==> src/rtl/filt_pkg.sv <==
// Shared definitions for the multi-channel glitch filter: state encoding,
// default thresholds and the layout of an event record {chan, rise}.
package filt_pkg;

  localparam logic LOW  = 1'b0;
  localparam logic HIGH = 1'b1;

  typedef enum logic {
    S_LOW  = LOW,
    S_HIGH = HIGH
  } state_t;

  localparam int FILT_ON_DEF  = 3;
  localparam int FILT_OFF_DEF = 3;

  // Event record is {chan, rise}: polarity in bit 0, channel index above it.
  localparam int EV_RISE_BIT = 0;
  localparam int EV_CHAN_LSB = 1;

endpackage

==> src/rtl/filt_chan.sv <==
// One run-length glitch filter; y flips on the edge sampling the threshold-th
// consecutive opposite input, ev/ev_rise flag that same cycle combinationally.
module filt_chan
  import filt_pkg::*;
#(
  parameter int CW = 3
) (
  input  logic          clk,
  input  logic          rst_n,
  input  logic          i,
  input  logic [CW-1:0] on_th,
  input  logic [CW-1:0] off_th,
  input  logic          clr,
  output logic          y,
  output logic          ev,
  output logic          ev_rise
);

  state_t        state;
  logic [CW-1:0] cnt;
  logic [CW-1:0] th_sel;
  logic [CW:0]   th_eff;
  logic [CW:0]   cnt_inc;
  logic          match;
  logic          hit;

  // A programmed threshold of zero behaves as one.
  always_comb begin
    th_sel  = (state == S_LOW) ? on_th : off_th;
    th_eff  = (th_sel == '0) ? (CW+1)'(1) : {1'b0, th_sel};
    cnt_inc = {1'b0, cnt} + (CW+1)'(1);
    match   = (state == S_LOW) ? i : ~i;
    hit     = match && (cnt_inc == th_eff);
  end

  // A threshold load in the same cycle suppresses the transition.
  assign ev      = hit && !clr;
  assign ev_rise = (state == S_LOW);

  always_ff @(posedge clk) begin
    if (!rst_n) begin
      state <= S_LOW;
      y     <= 1'b0;
      cnt   <= '0;
    end else if (clr || !match) begin
      cnt <= '0;
    end else if (hit) begin
      state <= (state == S_LOW) ? S_HIGH : S_LOW;
      y     <= (state == S_LOW);
      cnt   <= '0;
    end else begin
      cnt <= cnt_inc[CW-1:0];
    end
  end

endmodule

==> src/rtl/filt_sched.sv <==
// N glitch filters feeding per-channel pending flags and a round-robin event port;
// event reaches ev_valid one cycle after the filtered edge, held stable while !ev_ready.
module filt_sched
  import filt_pkg::*;
#(
  parameter int N       = 4,
  parameter int CW      = 3,
  parameter int ON_DEF  = FILT_ON_DEF,
  parameter int OFF_DEF = FILT_OFF_DEF,
  localparam int CHW    = (N > 1) ? $clog2(N) : 1
) (
  input  logic           clk,
  input  logic           rst_n,
  input  logic [N-1:0]   i,
  input  logic           cfg_we,
  input  logic [CW-1:0]  cfg_on,
  input  logic [CW-1:0]  cfg_off,
  output logic [N-1:0]   y,
  output logic           ev_valid,
  input  logic           ev_ready,
  output logic [CHW-1:0] ev_chan,
  output logic           ev_rise,
  output logic           ev_drop
);

  logic [CW-1:0]  on_th;
  logic [CW-1:0]  off_th;
  logic [N-1:0]   ch_ev;
  logic [N-1:0]   ch_rise;
  logic [N-1:0]   pend;
  logic [N-1:0]   pend_rise;
  logic [N-1:0]   taken;
  logic [CHW-1:0] rr;
  logic [CHW-1:0] sel;
  logic [CHW-1:0] rr_nxt;
  logic [CHW:0]   idx_w;
  logic [CHW-1:0] idx;
  logic           found;
  logic           load_en;
  logic [CHW:0]   out_q;

  for (genvar g = 0; g < N; g++) begin : g_chan
    filt_chan #(
      .CW(CW)
    ) u_chan (
      .clk    (clk),
      .rst_n  (rst_n),
      .i      (i[g]),
      .on_th  (on_th),
      .off_th (off_th),
      .clr    (cfg_we),
      .y      (y[g]),
      .ev     (ch_ev[g]),
      .ev_rise(ch_rise[g])
    );
  end

  assign load_en = !ev_valid || ev_ready;

  // First pending channel at or after rr, wrapping modulo N.
  always_comb begin
    found = 1'b0;
    sel   = '0;
    idx_w = '0;
    idx   = '0;
    for (int k = 0; k < N; k++) begin
      idx_w = {1'b0, rr} + (CHW+1)'(k);
      if (idx_w >= (CHW+1)'(N)) begin
        idx_w = idx_w - (CHW+1)'(N);
      end
      idx = idx_w[CHW-1:0];
      if (!found && pend[idx]) begin
        found = 1'b1;
        sel   = idx;
      end
    end
  end

  always_comb begin
    taken = '0;
    if (load_en && found) begin
      taken[sel] = 1'b1;
    end
    rr_nxt = (sel == CHW'(N - 1)) ? '0 : sel + 1'b1;
  end

  assign ev_chan = out_q[EV_CHAN_LSB +: CHW];
  assign ev_rise = out_q[EV_RISE_BIT];

  // A channel being loaded this cycle can take a fresh event without a drop.
  always_ff @(posedge clk) begin
    if (!rst_n) begin
      on_th     <= CW'(ON_DEF);
      off_th    <= CW'(OFF_DEF);
      pend      <= '0;
      pend_rise <= '0;
      ev_valid  <= 1'b0;
      ev_drop   <= 1'b0;
      out_q     <= '0;
      rr        <= '0;
    end else begin
      if (cfg_we) begin
        on_th  <= cfg_on;
        off_th <= cfg_off;
      end
      pend      <= (pend & ~taken) | ch_ev;
      pend_rise <= (pend_rise & ~ch_ev) | (ch_rise & ch_ev);
      ev_drop   <= |(ch_ev & pend & ~taken);
      if (load_en) begin
        if (found) begin
          ev_valid <= 1'b1;
          out_q    <= {sel, pend_rise[sel]};
          rr       <= rr_nxt;
        end else begin
          ev_valid <= 1'b0;
        end
      end
    end
  end

endmodule
==> config.mk <==
export PLATFORM = sky130hd
export DESIGN_NAME = filt_sched
export DESIGN_NICKNAME = d
export VERILOG_FILES = /design/src/rtl/filt_pkg.sv /design/src/rtl/filt_chan.sv /design/src/rtl/filt_sched.sv
export SDC_FILE = /design/constraint.sdc
export NUM_CORES = 1
export LEC_CHECK = 0
export CAP_MARGIN = 20
export CELL_PAD_IN_SITES_DETAIL_PLACEMENT = 2
export CELL_PAD_IN_SITES_GLOBAL_PLACEMENT = 2
export CORE_ASPECT_RATIO = 2
export CORE_UTILIZATION = 34
export CTS_CLUSTER_DIAMETER = 30
export CTS_CLUSTER_SIZE = 30
export DETAILED_ROUTE_END_ITERATION = 10
export MAX_ROUTING_LAYER = met4
export PLACE_DENSITY_LB_ADDON = 0.15
export SLEW_MARGIN = 10
export SYNTH_ARGS = -nofsm -noshare
export SYNTH_HDL_FRONTEND = slang
export SYNTH_HIERARCHICAL = 1
export SYNTH_SLANG_ARGS = --single-unit
==> constraint.sdc <==
create_clock -name clk -period 2.4 [get_ports clk]
set_input_delay 0.48 -clock clk [delete_from_list [all_inputs] [get_ports clk]]
set_output_delay 0.48 -clock clk [all_outputs]
set_load 0.05 [all_outputs]
==> run summary, run 1 <==
==================================================================================================
Layout cell share with drive strength beyond 1 ......................................        12.4%
Worst setup path class ..............................................................      reg2out
Clock buffers created by TritonCTS ..................................................            5
Category of cells accounting for the largest share of critical-path delay ........... buffers and inverters
Count of unique library cells instantiated by Yosys .................................           34
Yosys synthesis warning count .......................................................            6
Cell area after synthesis ........................................................... 0.00206 sq mm
Fin crit period .....................................................................      2.28 ns
Largest stage delay on the critical path ............................................      0.89 ns
Final estimated routing congestion in global placement ..............................        0.723
Net count of the finished layout ....................................................          276
Slack of the worst reg-to-reg path ..................................................      0.17 ns
Fin cells ...........................................................................          319
Required time of the critical path ..................................................      1.92 ns
Fraction of the yosys area taken by sequential cells ................................        36.0%
Violated checks ..................................................................... design-rule violations
CTS resizes .........................................................................            0
Number of antenna violations at the first check in global routing ...................            0
Biggest fanout along the worst timing path ..........................................            8
Cells taking the most area after synthesis .......................................... sky130_fd_sc_hd__dfxtp_1, sky130_fd_sc_hd__mux2i_1, sky130_fd_sc_hd__xnor2_1
Synthesized instance count ..........................................................          227
Largest area contributor in the netlist ............................................. sky130_fd_sc_hd__dfxtp_1
Most frequently used cell type in the post-synthesis netlist ........................ sky130_fd_sc_hd__dfxtp_1
Hold_ws .............................................................................     0.461 ns
Post-Synthesis Net Count ............................................................          246
Worst endpoint data arrival time ....................................................      1.80 ns
Setup crit start .................................................................... g_chan[0].u_chan/y$_SDFFE_PN0P_
Placed inst area .................................................................... 0.00236 sq mm
Vias per cell .......................................................................         5.36
Summed area of non-filler cells in the final layout ................................. 0.00252 sq mm
Count of placed standard cells including taps .......................................          311
Worst Hold Class ....................................................................      reg2reg
Max Slew Vio Count ..................................................................            0
Outcome ............................................................................. finished, violations left
Number of enable flip-flop cells after synthesis ....................................            0
I/O pin count .......................................................................           23
Endpoint of the worst register-to-register path ..................................... ev_drop$_SDFF_PN0_
Buffer depth of the longest clock path ..............................................            2
Count of endpoints failing hold in the final timing report ..........................            0
Chain of cells forming the critical path ............................................ clkdlybuf4s50_1
Number of setup violations in the final report ......................................            0
Count of input and output buffers ...................................................           22
Buffers inserted during post-CTS setup optimization .................................            0
DR WL/cell ..........................................................................      17.8 um
Final routed DRC violation total ....................................................            4
CP max-delay cell ................................................................... sky130_fd_sc_hd__clkdlybuf4s50_1
Cts hold-fix bufs ...................................................................            0
Relative slew slack .................................................................        57.2%
Via count of the first global-routing pass ..........................................         1946
Pin slew with the least headroom to its limit .......................................     0.637 ns
Proportion of netlist area held by the largest area contributor .....................        36.0%
First-pass iteration count of the detailed router ...................................            7
Crit path capture type .............................................................. primary output
Wire length of the first global-routing pass ........................................      9560 um
Global route overflow ...............................................................            0
Clock sink total ....................................................................           37
Count of state elements after synthesis .............................................           37
Start of the worst register-to-register path ........................................ g_chan[0].u_chan/y$_SDFFE_PN0P_
Number of inserted diodes ...........................................................            0
Kind of start point of the critical path ............................................     register
Sum of negative setup slack .........................................................         0 ns
Total of fill cells in the finished design ..........................................          651
Number of design-rule violations left by the first detailed-router iteration ........           36
Clock transition time at the flip-flop clock pins of the worst setup and hold paths .      0.05 ns
End of the critical path ............................................................         y[0]
Global router's overall resource usage ..............................................        20.7%
Post-route clock period utilization .................................................        95.1%
Number of gates on the worst path with buffers counted ..............................            1
Leak Pwr ............................................................................     0.945 nW
Synth-to-layout area growth .........................................................        22.2%
Clock latency reported for the late side of the worst-skew pair .....................      0.28 ns
Vertical die dimension ..............................................................       112 um
Commonest cells post-synth .......................................................... sky130_fd_sc_hd__dfxtp_1, sky130_fd_sc_hd__nor2_1, sky130_fd_sc_hd__mux2i_1, sky130_fd_sc_hd__nand2_1, sky130_fd_sc_hd__xnor2_1
Area of the die ..................................................................... 0.00639 sq mm
Post-layout power ...................................................................      1.68 mW
Total number of placement rows ......................................................           39
H-tree levels .......................................................................            2
Top FF cell, synth .................................................................. sky130_fd_sc_hd__dfxtp_1
Buf/Inv on CP .......................................................................            1
Final antenna-violating net count ...................................................            0
Clock tree root buffer cell ......................................................... sky130_fd_sc_hd__clkbuf_16
Number of violations of the max-capacitance limit ...................................            0
Pin count of the biggest net entering global routing ................................           16
Number of vias in the routed layout .................................................         1710
DP Wirelength .......................................................................      4480 um
Area of the core .................................................................... 0.00576 sq mm
RSZ-0062 raised after global routing ................................................        false
Initial standard-cell utilization of the core .......................................        35.8%
Mean cell area of the mapped netlist ................................................   9.07 sq um
Die extent in x .....................................................................      57.0 um
Highest ir drop seen on vdd .........................................................     0.434 mV
TritonCTS clock tree ................................................................        built
Overall routed net length ...........................................................      5670 um
Proportion of register bits with asynchronous set or reset after synthesis ..........           0%
Power density relative to cell area .................................................  669 mW/mm^2
Setup clock skew after layout .......................................................   0.00412 ns
Highest clock rate ..................................................................      438 MHz
Count of cells along the worst register-to-register path ............................            8
==================================================================================================
how the worst min path moves through the flow:
stage,startpoint,end,slack [ns],depth (start not counted)
floorplan,g_chan[0].u_chan/cnt[0]$_SDFF_PP0_,g_chan[0].u_chan/cnt[0]$_SDFF_PP0_,0.44,1
global placement,out_q[1]$_SDFFE_PN0N_,out_q[1]$_SDFFE_PN0N_,0.44,2
detailed placement,out_q[1]$_SDFFE_PN0N_,out_q[1]$_SDFFE_PN0N_,0.46,2
CTS,out_q[1]$_SDFFE_PN0N_,out_q[1]$_SDFFE_PN0N_,0.47,2
global route,out_q[2]$_SDFFE_PN0N_,out_q[2]$_SDFFE_PN0N_,0.49,2
finish,out_q[1]$_SDFFE_PN0N_,out_q[1]$_SDFFE_PN0N_,0.46,2
cell type report:
cell class              count  area (sq um)  area share (%)
clock buffers               7           153            6.07
clock inverters             1          5.00           0.199
repair buffers             32           295            11.7
multi-input cells         166          1190            47.3
flip-flops and latches     37           741            29.4
inverters                  15          56.3            2.24
well taps                  61          76.3            3.03
power breakdown:
part	leakage, nW	switching [mW]	total (mW)	internal, mW
combinational	0.564	0.165	0.297	0.131
clock	0.0799	0.257	0.697	0.440
sequential	0.301	0.0458	0.689	0.643
total	0.945	0.468	1.68	1.21
logic make-up (layout without fill, tap and decap cells):
logic type | after synthesis | count (layout) | synth area share, %
xor+xnor | 20 | 20 | 8.51
buf+inv | 24 | 55 | 6.26
fa+ha+maj | 5 | 5 | 3.04
flops | 37 | 37 | 36.0
compound gates | 34 | 34 | 14.5
simple gates | 82 | 82 | 19.6
mux | 25 | 25 | 12.2
metrics by stage:
stage          worst slack (ns)  util [%]
3_3_place_gp              0.224      41.0
4_1_cts                  0.0918      43.7
2_1_floorplan             0.278         -
6_report                  0.117      43.7
3_5_place_dp             0.0920      41.0
5_1_grt                  0.0560      43.7
routing by layer:
metal	vias up	global-route usage [%]	wire length (um)
met1	845	18.0	1880
met4	0	12.4	255
li1	826	-	-
met5	-	-	0
met3	14	3.80	105
met2	25	39.3	3420
placed cells by master, fill, tap and decap left out, drive strengths merged:
cell and n:
a21boi 1, a21o 1, a21oi 10, a221o 1, a31oi 6, and2 1
and3b 1, buf 10, clkbuf 7, clkdlybuf4s50 22, clkinv 1, dfxtp 37
ha 5, inv 15, mux2i 25, nand2 25, nand2b 5, nand3 7
nor2 30, nor2b 2, nor3 4, nor3b 4, nor4 1, o21a 1
o21ai 4, o21bai 1, o221ai 1, o311ai 1, o31ai 2, o32ai 4
o41ai 1, or3 2, xnor2 16, xor2 4
Power figures use the tool's default switching activity.
==> inputs of run 2 (changes only) <==
--- a/config.mk
+++ b/config.mk
@@ -5,16 +5,17 @@
 export SDC_FILE = /design/constraint.sdc
 export NUM_CORES = 1
 export LEC_CHECK = 0
+export ABC_AREA = 1
 export CAP_MARGIN = 20
 export CELL_PAD_IN_SITES_DETAIL_PLACEMENT = 2
 export CELL_PAD_IN_SITES_GLOBAL_PLACEMENT = 2
 export CORE_ASPECT_RATIO = 2
-export CORE_UTILIZATION = 34
+export CORE_UTILIZATION = 31
 export CTS_CLUSTER_DIAMETER = 30
-export CTS_CLUSTER_SIZE = 30
 export DETAILED_ROUTE_END_ITERATION = 10
 export MAX_ROUTING_LAYER = met4
 export PLACE_DENSITY_LB_ADDON = 0.15
+export RECOVER_POWER = 50
 export SLEW_MARGIN = 10
 export SYNTH_ARGS = -nofsm -noshare
 export SYNTH_HDL_FRONTEND = slang
==> run summary, run 2 <==
==================================================================================================
Vias per cell .......................................................................         4.94
I/O pin count .......................................................................           23
Synth-to-layout area growth .........................................................        18.6%
Kind of start point of the critical path ............................................     register
Buffer depth of the longest clock path ..............................................            2
Pin count of the biggest net entering global routing ................................           21
Sum of negative setup slack .........................................................         0 ns
Worst endpoint data arrival time ....................................................      1.62 ns
Crit path capture type .............................................................. primary output
Summed area of non-filler cells in the final layout ................................. 0.00311 sq mm
Wire length of the first global-routing pass ........................................     14500 um
Count of unique library cells instantiated by Yosys .................................           21
Relative slew slack .................................................................        64.9%
Top FF cell, synth .................................................................. sky130_fd_sc_hd__dfxtp_1
Fin cells ...........................................................................          559
Clock tree root buffer cell ......................................................... sky130_fd_sc_hd__clkbuf_16
Leak Pwr ............................................................................      1.57 nW
Number of setup violations in the final report ......................................            0
Highest ir drop seen on vdd .........................................................     0.291 mV
Area of the core .................................................................... 0.00823 sq mm
Number of enable flip-flop cells after synthesis ....................................            0
Initial standard-cell utilization of the core .......................................        31.8%
Synthesized instance count ..........................................................          429
Max Slew Vio Count ..................................................................            0
Count of endpoints failing hold in the final timing report ..........................            0
DR WL/cell ..........................................................................      15.5 um
Proportion of register bits with asynchronous set or reset after synthesis ..........           0%
Final antenna-violating net count ...................................................            0
Power density relative to cell area .................................................  812 mW/mm^2
Worst Hold Class ....................................................................      reg2reg
Cell area after synthesis ........................................................... 0.00262 sq mm
Cts hold-fix bufs ...................................................................            0
Hold path depth .....................................................................            2
Setup clock skew after layout .......................................................   0.00517 ns
Proportion of netlist area held by the largest area contributor .....................        28.3%
Clock sink total ....................................................................           37
Start of the worst register-to-register path ........................................ rr[0]$_SDFFE_PN0N_
TritonCTS clock tree ................................................................        built
H-tree levels .......................................................................            2
Overall routed net length ...........................................................      8680 um
DP Wirelength .......................................................................      7080 um
Total number of placement rows ......................................................           47
Area of the die ..................................................................... 0.00885 sq mm
RSZ-0062 raised after global routing ................................................        false
Layout cell share with drive strength beyond 1 ......................................        14.5%
Outcome ............................................................................. complete, no violations
Number of inserted diodes ...........................................................            0
Largest area contributor in the netlist ............................................. sky130_fd_sc_hd__dfxtp_1
Post-route clock period utilization .................................................        87.5%
Pin slew with the least headroom to its limit .......................................     0.525 ns
Final estimated routing congestion in global placement ..............................        0.763
Yosys synthesis warning count .......................................................            6
First-pass iteration count of the detailed router ...................................            4
Endpoint of the worst register-to-register path ..................................... rr[1]$_SDFFE_PN0N_
Final routed DRC violation total ....................................................            0
Mean cell area of the mapped netlist ................................................   6.11 sq um
Global router's overall resource usage ..............................................        22.6%
Fin crit period .....................................................................      2.10 ns
Number of vias in the routed layout .................................................         2759
Count of input and output buffers ...................................................           22
Most frequent cells in the layout ................................................... sky130_fd_sc_hd__nand2_1, sky130_fd_sc_hd__inv_1, sky130_fd_sc_hd__nor2_1, sky130_fd_sc_hd__dfxtp_1, sky130_fd_sc_hd__nand3_1
Number of design-rule violations left by the first detailed-router iteration ........           39
Clock latency reported for the late side of the worst-skew pair .....................      0.29 ns
Post-Synthesis Net Count ............................................................          448
Most frequently used cell type in the post-synthesis netlist ........................ sky130_fd_sc_hd__nand2_1
Required time of the critical path ..................................................      1.92 ns
Clock buffers created by TritonCTS ..................................................            5
Number of violations of the max-capacitance limit ...................................            0
Most common cell after layout, fill and taps aside .................................. sky130_fd_sc_hd__nand2_1
Biggest fanout along the worst timing path ..........................................            9
Count of state elements after synthesis .............................................           37
Via count of the first global-routing pass ..........................................         3121
Fraction of the yosys area taken by sequential cells ................................        28.3%
Worst setup path class ..............................................................      reg2out
Global route overflow ...............................................................            0
Placed inst area .................................................................... 0.00296 sq mm
Clock transition time at the flip-flop clock pins of the worst setup and hold paths .      0.06 ns
Net count of the finished layout ....................................................          479
Commonest cells post-synth .......................................................... sky130_fd_sc_hd__nand2_1, sky130_fd_sc_hd__inv_1, sky130_fd_sc_hd__dfxtp_1
Die extent in x .....................................................................      67.0 um
Buffers inserted during post-CTS setup optimization .................................            0
Vertical die dimension ..............................................................       132 um
Cells taking the most area after synthesis .......................................... sky130_fd_sc_hd__dfxtp_1, sky130_fd_sc_hd__nand2_1, sky130_fd_sc_hd__inv_1
Count of placed standard cells including taps .......................................          551
Count of cells along the worst register-to-register path ............................           13
Slack of the worst reg-to-reg path ..................................................      0.31 ns
CTS resizes .........................................................................            0
Highest clock rate ..................................................................      476 MHz
Number of antenna violations at the first check in global routing ...................            0
==================================================================================================
[run 2: cell count changes in the layout (fill, tap and decap cells not counted), sizes merged, moves of 4 or more]
cell,previous run,this run
nor2,30,40
inv,15,82
o21ai,4,15
nor3,4,0
nand3,7,45
nor3b,4,0
o32ai,4,0
mux2i,25,0
nand4,0,9
xnor2,16,0
a31oi,6,0
nand2,25,174
nand2b,5,0
[run 2: cell type report]
| class | count | area [sq um] |
|---|---|---|
| Tap cell | 98 | 123 |
| Timing Repair Buffer | 30 | 277 |
| Clock buffer | 7 | 153 |
| Fill cell | 1065 | 5130 |
| Sequential cell | 37 | 741 |
| Multi-Input combinational cell | 303 | 1480 |
| Clock inverter | 1 | 5.00 |
| Inverter | 83 | 329 |
[run 2: critical path: stages, from the launching register on]
cell	delay, ns
sky130_fd_sc_hd__dfxtp_1	0.32
sky130_fd_sc_hd__buf_4	0.19
sky130_fd_sc_hd__clkdlybuf4s50_1	0.82
[run 2: cell families after synthesis]
logic type,count (synthesis),synth area share [%]
adder cells (fa/ha/maj),5,2.39
buffers and inverters,89,14.9
XOR/XNOR,4,2.48
flip-flops,37,28.3
AND/OR/NAND/NOR,268,46.8
AO/OA/AOI/OAI,26,5.25
[run 2: worst max path at each step]
stage / end / cells past startpoint / slack (ns) / startpoint
final: y[0] / 2 / 0.30 / g_chan[0].u_chan/y$_SDFFE_PN0P_
after global routing: ev_drop$_SDFF_PN0_ / 13 / 0.07 / rr[0]$_SDFFE_PN0N_
after CTS: y[0] / 2 / 0.28 / g_chan[0].u_chan/y$_SDFFE_PN0P_
after detailed placement: register / 9 / 0.32 / i[1]
after global placement: ev_drop$_SDFF_PN0_ / 12 / 0.36 / i[1]
after floorplan: rr[1]$_SDFFE_PN0N_ / 13 / 0.67 / rr[0]$_SDFFE_PN0N_
[run 2: stage by stage]
step | total power, mW | hold slack, ns | setup WS, ns | util, %
after CTS | 2.57 | 0.479 | 0.284 | 37.9
after detailed placement | 1.85 | 0.471 | 0.315 | 36.0
after floorplan | 1.53 | 0.429 | 0.671 | -
final | 2.52 | 0.472 | 0.301 | 37.7
after global placement | 1.82 | 0.456 | 0.359 | 36.0
after global routing | 2.70 | 0.504 | 0.0688 | 37.7
[run 2: power breakdown]
group	internal [mW]	leakage, nW	switching [mW]
registers	0.674	0.302	0.0614
clock network	0.440	0.0799	0.263
logic	0.347	1.19	0.737
total	1.46	1.57	1.06
[run 2: layer usage]
layer  track usage (%)  vias up  wire length, um
met5                 -        -                0
met4              13.8        0              504
met3              3.89       27              190
met2              43.1       43             5170
met1              18.4     1321             2810
li1                  -     1368                -
